--- src/rtl/wb_rr_arbiter.sv ---
// Round-robin Wishbone arbiter: NM masters share one slave port. The bus is
// granted for a whole cycle (cyc-to-cyc). Only the owner sees ack/err/data.
// A per-transfer watchdog turns a stalled access into an error so that a
// silent slave cannot hang the owning master.
module wb_rr_arbiter #(
  parameter int NM      = 4,
  parameter int AW      = 32,
  parameter int DW      = 32,
  parameter int SW      = DW / 8,
  parameter int TIMEOUT = 255
) (
  input  logic             i_clk,
  input  logic             i_reset,
  input  logic [NM-1:0]    i_mcyc,
  input  logic [NM-1:0]    i_mstb,
  input  logic [NM-1:0]    i_mwe,
  input  logic [NM*AW-1:0] i_maddr,
  input  logic [NM*DW-1:0] i_mdata,
  input  logic [NM*SW-1:0] i_msel,
  output logic [NM-1:0]    o_mack,
  output logic [NM*DW-1:0] o_mdata,
  output logic [NM-1:0]    o_merr,
  output logic             o_scyc,
  output logic             o_sstb,
  output logic             o_swe,
  output logic [AW-1:0]    o_saddr,
  output logic [DW-1:0]    o_sdata,
  output logic [SW-1:0]    o_ssel,
  input  logic             i_sack,
  input  logic [DW-1:0]    i_sdata,
  input  logic             i_serr,
  output logic [NM-1:0]    o_grant,
  output logic             o_busy
);

  localparam int IW      = (NM > 1) ? $clog2(NM) : 1;
  localparam int CW_RAW  = (TIMEOUT > 0) ? $clog2(TIMEOUT + 1) : 1;
  localparam int CW      = (CW_RAW > 0) ? CW_RAW : 1;
  localparam int TO_LIM  = (TIMEOUT > 0) ? (TIMEOUT - 1) : 0;
  localparam bit WDOG_EN = (TIMEOUT > 0);

  localparam logic [CW-1:0] WDOG_LAST = CW'(TO_LIM);
  localparam logic [IW-1:0] LAST_RST  = IW'(NM - 1);

  typedef enum logic [1:0] {
    S_IDLE  = 2'd0,
    S_OWN   = 2'd1,
    S_ABORT = 2'd2
  } state_e;

  state_e        state_q, state_d;
  logic [IW-1:0] owner_q, owner_d;
  logic [IW-1:0] last_q, last_d;
  logic [CW-1:0] wdog_q, wdog_d;
  logic          abort_first_q, abort_first_d;

  logic [AW-1:0] maddr_a [NM];
  logic [DW-1:0] mdata_a [NM];
  logic [SW-1:0] msel_a  [NM];

  logic [IW-1:0] pick_s;
  logic          pick_vld_s;
  logic [IW:0]   cand_sum_s;
  logic [IW-1:0] cand_s;
  logic          own_cyc_s;
  logic          own_stb_s;
  logic          stall_s;

  // Split the flat per-master buses into arrays indexed by master number.
  always_comb begin
    for (int k = 0; k < NM; k++) begin
      maddr_a[k] = i_maddr[k*AW +: AW];
      mdata_a[k] = i_mdata[k*DW +: DW];
      msel_a[k]  = i_msel[k*SW +: SW];
    end
  end

  // Round-robin pick: first requester after the last owner, with wrap.
  always_comb begin
    pick_s     = {IW{1'b0}};
    pick_vld_s = 1'b0;
    cand_sum_s = {(IW+1){1'b0}};
    cand_s     = {IW{1'b0}};
    for (int i = 1; i <= NM; i++) begin
      cand_sum_s = {1'b0, last_q} + (IW+1)'(i);
      if (cand_sum_s >= (IW+1)'(NM)) begin
        cand_sum_s = cand_sum_s - (IW+1)'(NM);
      end else begin
        cand_sum_s = cand_sum_s;
      end
      cand_s = cand_sum_s[IW-1:0];
      if (!pick_vld_s && i_mcyc[cand_s]) begin
        pick_vld_s = 1'b1;
        pick_s     = cand_s;
      end else begin
        pick_vld_s = pick_vld_s;
      end
    end
  end

  // Owner's request lines and the "stalled transfer" condition.
  always_comb begin
    own_cyc_s = i_mcyc[owner_q];
    own_stb_s = i_mstb[owner_q];
    stall_s   = (state_q == S_OWN) && own_stb_s && !i_sack && !i_serr;
  end

  // Next-state logic, release bookkeeping and watchdog counter.
  always_comb begin
    state_d       = state_q;
    owner_d       = owner_q;
    last_d        = last_q;
    wdog_d        = {CW{1'b0}};
    abort_first_d = 1'b0;
    case (state_q)
      S_IDLE: begin
        if (pick_vld_s) begin
          state_d = S_OWN;
          owner_d = pick_s;
        end else begin
          state_d = S_IDLE;
        end
      end
      S_OWN: begin
        if (!own_cyc_s) begin
          // Release (or abandoned transfer): released owner goes last.
          state_d = S_IDLE;
          last_d  = owner_q;
        end else if (WDOG_EN && stall_s && (wdog_q == WDOG_LAST)) begin
          state_d       = S_ABORT;
          abort_first_d = 1'b1;
        end else if (WDOG_EN && stall_s) begin
          wdog_d = wdog_q + CW'(1);
        end else begin
          wdog_d = {CW{1'b0}};
        end
      end
      S_ABORT: begin
        if (!own_cyc_s) begin
          state_d = S_IDLE;
          last_d  = owner_q;
        end else begin
          state_d = S_ABORT;
        end
      end
      default: begin
        state_d = S_IDLE;
      end
    endcase
  end

  // Output routing: owner's request to the slave, slave response to the owner.
  always_comb begin
    o_scyc  = 1'b0;
    o_sstb  = 1'b0;
    o_swe   = 1'b0;
    o_saddr = {AW{1'b0}};
    o_sdata = {DW{1'b0}};
    o_ssel  = {SW{1'b0}};
    o_mack  = {NM{1'b0}};
    o_merr  = {NM{1'b0}};
    o_mdata = {(NM*DW){1'b0}};
    o_grant = {NM{1'b0}};
    o_busy  = 1'b0;
    case (state_q)
      S_OWN: begin
        o_scyc           = own_cyc_s;
        o_sstb           = own_stb_s;
        o_swe            = i_mwe[owner_q];
        o_saddr          = maddr_a[owner_q];
        o_sdata          = mdata_a[owner_q];
        o_ssel           = msel_a[owner_q];
        o_mack[owner_q]  = i_sack;
        o_merr[owner_q]  = i_serr;
        o_grant[owner_q] = 1'b1;
        o_busy           = 1'b1;
        for (int k = 0; k < NM; k++) begin
          if (owner_q == IW'(k)) begin
            o_mdata[k*DW +: DW] = i_sdata;
          end else begin
            o_mdata[k*DW +: DW] = {DW{1'b0}};
          end
        end
      end
      S_ABORT: begin
        // Slave sees the cycle dropped; owner gets a one-cycle error.
        o_merr[owner_q]  = abort_first_q;
        o_grant[owner_q] = 1'b1;
        o_busy           = 1'b1;
      end
      default: begin
        o_busy = 1'b0;
      end
    endcase
  end

  // State registers; reset makes master 0 win the first arbitration.
  always_ff @(posedge i_clk) begin
    if (i_reset) begin
      state_q       <= S_IDLE;
      owner_q       <= {IW{1'b0}};
      last_q        <= LAST_RST;
      wdog_q        <= {CW{1'b0}};
      abort_first_q <= 1'b0;
    end else begin
      state_q       <= state_d;
      owner_q       <= owner_d;
      last_q        <= last_d;
      wdog_q        <= wdog_d;
      abort_first_q <= abort_first_d;
    end
  end

endmodule

--- config.mk ---
export PLATFORM = sky130hd
export DESIGN_NAME = wb_rr_arbiter
export DESIGN_NICKNAME = d
export VERILOG_FILES = /design/src/rtl/wb_rr_arbiter.sv
export SDC_FILE = /design/constraint.sdc
export NUM_CORES = 1
export LEC_CHECK = 0
export CAP_MARGIN = 20
export CORE_AREA = 2 2 205 207
export DETAILED_ROUTE_END_ITERATION = 10
export DIE_AREA = 0 0 207 209
export HOLD_SLACK_MARGIN = 0.1
export SETUP_SLACK_MARGIN = 0.1
export SLEW_MARGIN = 20
export SYNTH_ARGS = -nofsm -noshare
export SYNTH_HDL_FRONTEND = slang
export SYNTH_SLANG_ARGS = --single-unit
--- constraint.sdc ---
create_clock -name i_clk -period 2.7 [get_ports i_clk]
set_input_delay 0.81 -clock i_clk [delete_from_list [all_inputs] [get_ports i_clk]]
set_output_delay 0.81 -clock i_clk [all_outputs]
set_load 0.02 [all_outputs]
======== After elaboration in Yosys (flattened, before gate mapping) ========
Cells that the tools add are included.
storage, ports and cells
  bits in registers ....................... 15
  input port bits ......................... 320
cells by class
  add/subtract/negate cells ............... 9
  order comparisons ....................... 11
  eq/ne operators ......................... 7
  multiplexer cells ....................... 58
  bitwise operators ....................... 7
  reduce and logical (&&, ||, !) cells .... 20
operators by type and width
  kind                                                                          count
  32-bit two-way mux                                                            10
  32-bit binary-select mux with 2-bit select                                    2
  128-bit two-way mux                                                           1
  2-bit two-way mux                                                             11
  4-bit two-way mux                                                             5
  1-bit two-way mux                                                             18
  3-bit greater-or-equal comparator, second input constant                      5
  2-bit by 3-bit less-than comparator with 1-bit output, second input constant  5
  1-bit binary-select mux with 2-bit select                                     7
  4-bit bitwise AND                                                             3
  8-bit by 1-bit adder with 8-bit output, second input constant                 1
  4-bit binary-select mux with 2-bit select                                     1
  8-bit equality test, second input constant                                    1
  1-bit logical AND                                                             8
  4-bit one-hot mux with 2 select lines                                         1
  2-bit by 1-bit subtractor with 2-bit output, second input constant            4
  2-bit by 2-bit adder with 3-bit output, second input constant                 2
  2-bit equality test, second input constant                                    3
  2-bit one-hot mux with 3 select lines                                         1
  1-bit zero test                                                               5
  5-bit OR reduction                                                            1
  2-bit by 1-bit equality test with 1-bit output, second input constant         2
  2-bit zero test                                                               2
  2-bit AND reduction                                                           2
  9 further kinds                                                               11

======== Depth between registers and ports, before layout ========
Gate-level depths: netlist of run 1.
  depth in word-level cells ............... 17
  gate-level depth with buffers ........... 6
  mapped depth without buffers ............ 6

======== Least setup slack after synthesis of run 1 ========
No wires, ideal clock.
  path type ............................... input to output
  start ................................... in i_mcyc[3]
  end ..................................... out o_scyc
  arrival ................................. 1585 ps
  path slack .............................. 305 ps
  stages .................................. 3
  path buffers ............................ 0
  cells stage by stage .................... mux4_2 nand2_1 inv_1
between the ends
  word-level cells in the longest chain between the ends .. 3
RTL lines
  element                                    RTL line  source
  start, declared                            14        input logic [NM-1:0] i_mcyc,
  1-bit binary-select mux with 2-bit select  103       own_cyc_s = i_mcyc[owner_q];
  1-bit two-way mux (not written as such)    103
  1-bit two-way mux                          165       case (state_q)
  end, declared                              23        output logic o_scyc,
No other way between the ends. The select of a mux whose other input is x is not followed.

======== Final worst setup path of run 1 ========
  start ................................... reg owner_q[0]
  end ..................................... out o_sdata[0]
between the ends
  word-level cells in the longest chain between the ends .. 5
RTL lines
  element                                                 RTL line  source
  start, declared                                         52        logic [IW-1:0] owner_q, owner_d;
  start signal, assigned                                  201       owner_q <= {IW{1'b0}};
  start signal, assigned                                  207       owner_q <= owner_d;
  2-bit inverter with 3-bit output (not written as such)  171       o_sdata = mdata_a[owner_q];
  32-bit binary-select mux with 2-bit select              171
  32-bit two-way mux (not written as such) (2 in series)  171
  32-bit two-way mux                                      165
  end, declared                                           27        output logic [DW-1:0] o_sdata,
No other way between the ends. The select of a mux whose other input is x is not followed.

==> results of run 1 <==
==> worst max-delay path, stage by stage (launching register included) <==
cell,delay [ns]
dfxtp_4,0.37
buf_12,0.12
buf_12,0.15
buf_16,0.14
mux4_2,0.54
and2_4,0.16
buf_6,0.12
==> cells by family (layout without fill, tap and decap cells) <==
family	count (synthesis)	after routing
simple gates	283	283
buf+inv	51	602
other cells	0	2
xor+xnor	6	6
compound gates	11	11
fa+ha+maj	6	6
mux	74	74
flops	15	15
==> final cells by class <==
| class | count | area (µm²) | share of cell area, % |
|---|---|---|---|
| repair buffers | 590 | 5480 | 55.1 |
| clock buffers | 3 | 75.1 | 0.754 |
| multi-input cells | 380 | 3370 | 33.9 |
| clock inverters | 1 | 5.00 | 0.0503 |
| diodes | 2 | 5.00 | 0.0503 |
| inverters | 8 | 30.0 | 0.302 |
| well taps | 539 | 674 | 6.78 |
| flip-flops and latches | 15 | 308 | 3.09 |
==> flip-flops by register name (all words and copies together), names as in the netlist <==
name / cells
state_q: 2
last_q: 2
owner_q: 2
abort_first_q: 1
wdog_q: 8
==> path summary, 6_finish.rpt <==
path	from	slack, ns	depth (start not counted)	to
setup / recovery	owner_q[0]	0.03	6	o_sdata[0]
hold / removal	wdog_q[0]	0.49	1	wdog_q[0]
setup reg to reg	owner_q[0]	0.58	11	last_q[0]
hold reg to reg	wdog_q[0]	0.49	1	wdog_q[0]
==> repair_timing <==
action	in CTS	in global routing
endpoints found under the setup margin	212	163
resized for setup	1257	187
setup buffers	10	7
pin swaps	18	0
cloned	2	1
hold buffers	0	0
==> cell usage in the layout (no fill, tap or decap), types with 3 or more instances in the layout <==
cell,n
buf_8,6
buf_2,76
buf_16,4
buf_4,30
buf_6,72
mux4_2,71
nor3_1,4
clkdlybuf4s50_1,34
nand2_1,33
nor2_2,4
and2_4,70
clkbuf_16,4
nor2_1,145
ha_1,4
dfxtp_1,13
xor2_1,5
dlygate4sd2_1,172
nand3_1,3
clkdlybuf4s15_1,106
nand2b_1,5
o41ai_1,3
clkdlybuf4s15_2,37
nand2_2,8
buf_12,17
clkbuf_2,35
inv_1,6
==> through the flow <==
stage	util (%)	setup slack, ns	total power, mW
floorplan	-	0.305	3.43
global placement	24.0	-0.653	6.17
detailed placement	24.0	-0.650	6.19
CTS	24.8	-0.0267	7.19
global route	24.1	-0.0108	7.69
finish	24.1	0.0282	7.24
==> power by group <==
group          leakage [nW]  total, mW  internal [mW]  switching (mW)
Sequential            0.123      0.324          0.265          0.0592
Combinational          4.23       6.63           3.51            3.12
Clock                0.0409      0.289          0.198          0.0910
==> layer usage <==
metal	share of wire [%]	wire length [µm]	vias to the layer above
met2	51	13100	315
met5	0	0	-
met1	40	10100	2750
li1	-	-	2670
met4	0.89	225	0
met3	8.0	2020	14
==> cell usage after synthesis, types with 2 or more instances <==
cell,number
a21oi_1,2
and2_1,70
and3_1,2
buf_1,2
buf_2,21
buf_6,6
clkbuf_1,13
dfxtp_1,15
ha_1,6
inv_1,8
mux2i_1,2
mux4_2,71
nand2_1,42
nand2b_1,5
nand3_1,3
nor2_1,149
nor3_1,4
o22ai_1,2
o41ai_1,3
xor2_1,5
==> impl_metrics.ini, run 1 <==
[synth]
synthAdderAreaFrac_pct = 2.03
ys_ff_latch = 15
syn-cell-area_mm2 = 0.00371
yosys_warnings = 0
ys_top_cells_by_area = mux4_2, nor2_1, and2_1, dfxtp_1, nand2_1
synth_edf_count = 0
muxShareOfSynthArea_pct = 44.0
synth_compound_area_share_pct = 2.23
yosysTopAreaCellShare_pct = 43.1
yosysSeqAreaShare_pct = 8.10
synth-simple-area-share_pct = 35.0
synth_cells = 446
syn-num-nets = 772
postSynthAreaPerCell_um2 = 8.31
synth-main-ff-cell = dfxtp_1
synthArstFlopShare_pct = 0
synth_top_family_by_area = multiplexers
synth_xor_area_share_pct = 1.42
ys_types = 35
yosysTopAreaCell = mux4_2

[placed_design]
post_dp_cell_area_mm2 = 0.00991
gp_congestion = 0.963
io_buffers = 531
dp.cells = 1513
dp_hpwl_um = 21200

[layout]
fin_cells = 1538
fillers = 4574
drive_gt1_share_pct = 44.8
final_nets = 1324
syn_to_final_growth_pct = 169
design_area_mm2 = 0.00995

[power]
ir_drop_uv = 378
p_leak_nw = 4.39
power_density_mw_per_mm2 = 728

[timing]
clock.fmax_mhz = 374
finClkSkew_ns = 0.00457
whs_ns = 0.490
fin_crit_sh_pct = 99.0
tightest_slew_ns = 0.477
setup_viol = 0
slew_headroom_pct = 67.4
slew_viol_final = 0
finalWorstPathRequiredPeriod_ns = 2.67
finalHoldViolations = 0
fin_tns_setup_ns = 0
rsz0062_at_grt = yes

[drt]
drt_iter0_markers = 280
ant_nets = 0
wire_per_inst_um = 16.5
drc_errors = 0
via_per_inst = 3.74
firstDrtPassIters = 5
vias = 5749
wirelength_um = 25400

[global_route]
grt_pass1_wl_um = 36800
grt.met2_usage_pct = 19.9
grt_usage_pct = 10.8
antenna_found_initial = 2
grt_util_met1_pct = 13.3
grt_max_degree = 58
grt_pass1_vias = 5959
grt-ovfl-total = 0
met3_usage_pct = 2.58
busiest_layer = met2

[clock_tree]
clk_pin_slew_ns = 0.05
clock-sinks = 15
ctsRootBufferMaster = clkbuf_16
insertion_delay_ns = 0.24
numCtsBuffers = 3
cts_tree = done
ctsLongestPathBuffers = 2
h-tree-depth = 1

[die]
die_x_um = 207
core_area_mm2 = 0.0413
io_pins = 532
dieArea_mm2 = 0.0433
die_height_um = 209
start_util_pct = 8.98
num_rows = 75

[setup_path]
crit_arrival_ns = 1.86
cp-end-kind = output port
critPathMaxFanout = 6
critical_path_required_ns = 1.89
cp-start-kind = flip-flop
path_class = reg2out

[status]
status = completed

[flow_run]
drv_cap = 0

[worst_hold_path]
min_path_type = reg2reg
(Power assumes the default switching activity.)
==> run 2, diff against run 1 <==
- GPL_ROUTABILITY_DRIVEN: unset -> 0
==> results of run 2 <==
Final layout, timing and power as in run 1 (identical DEF).
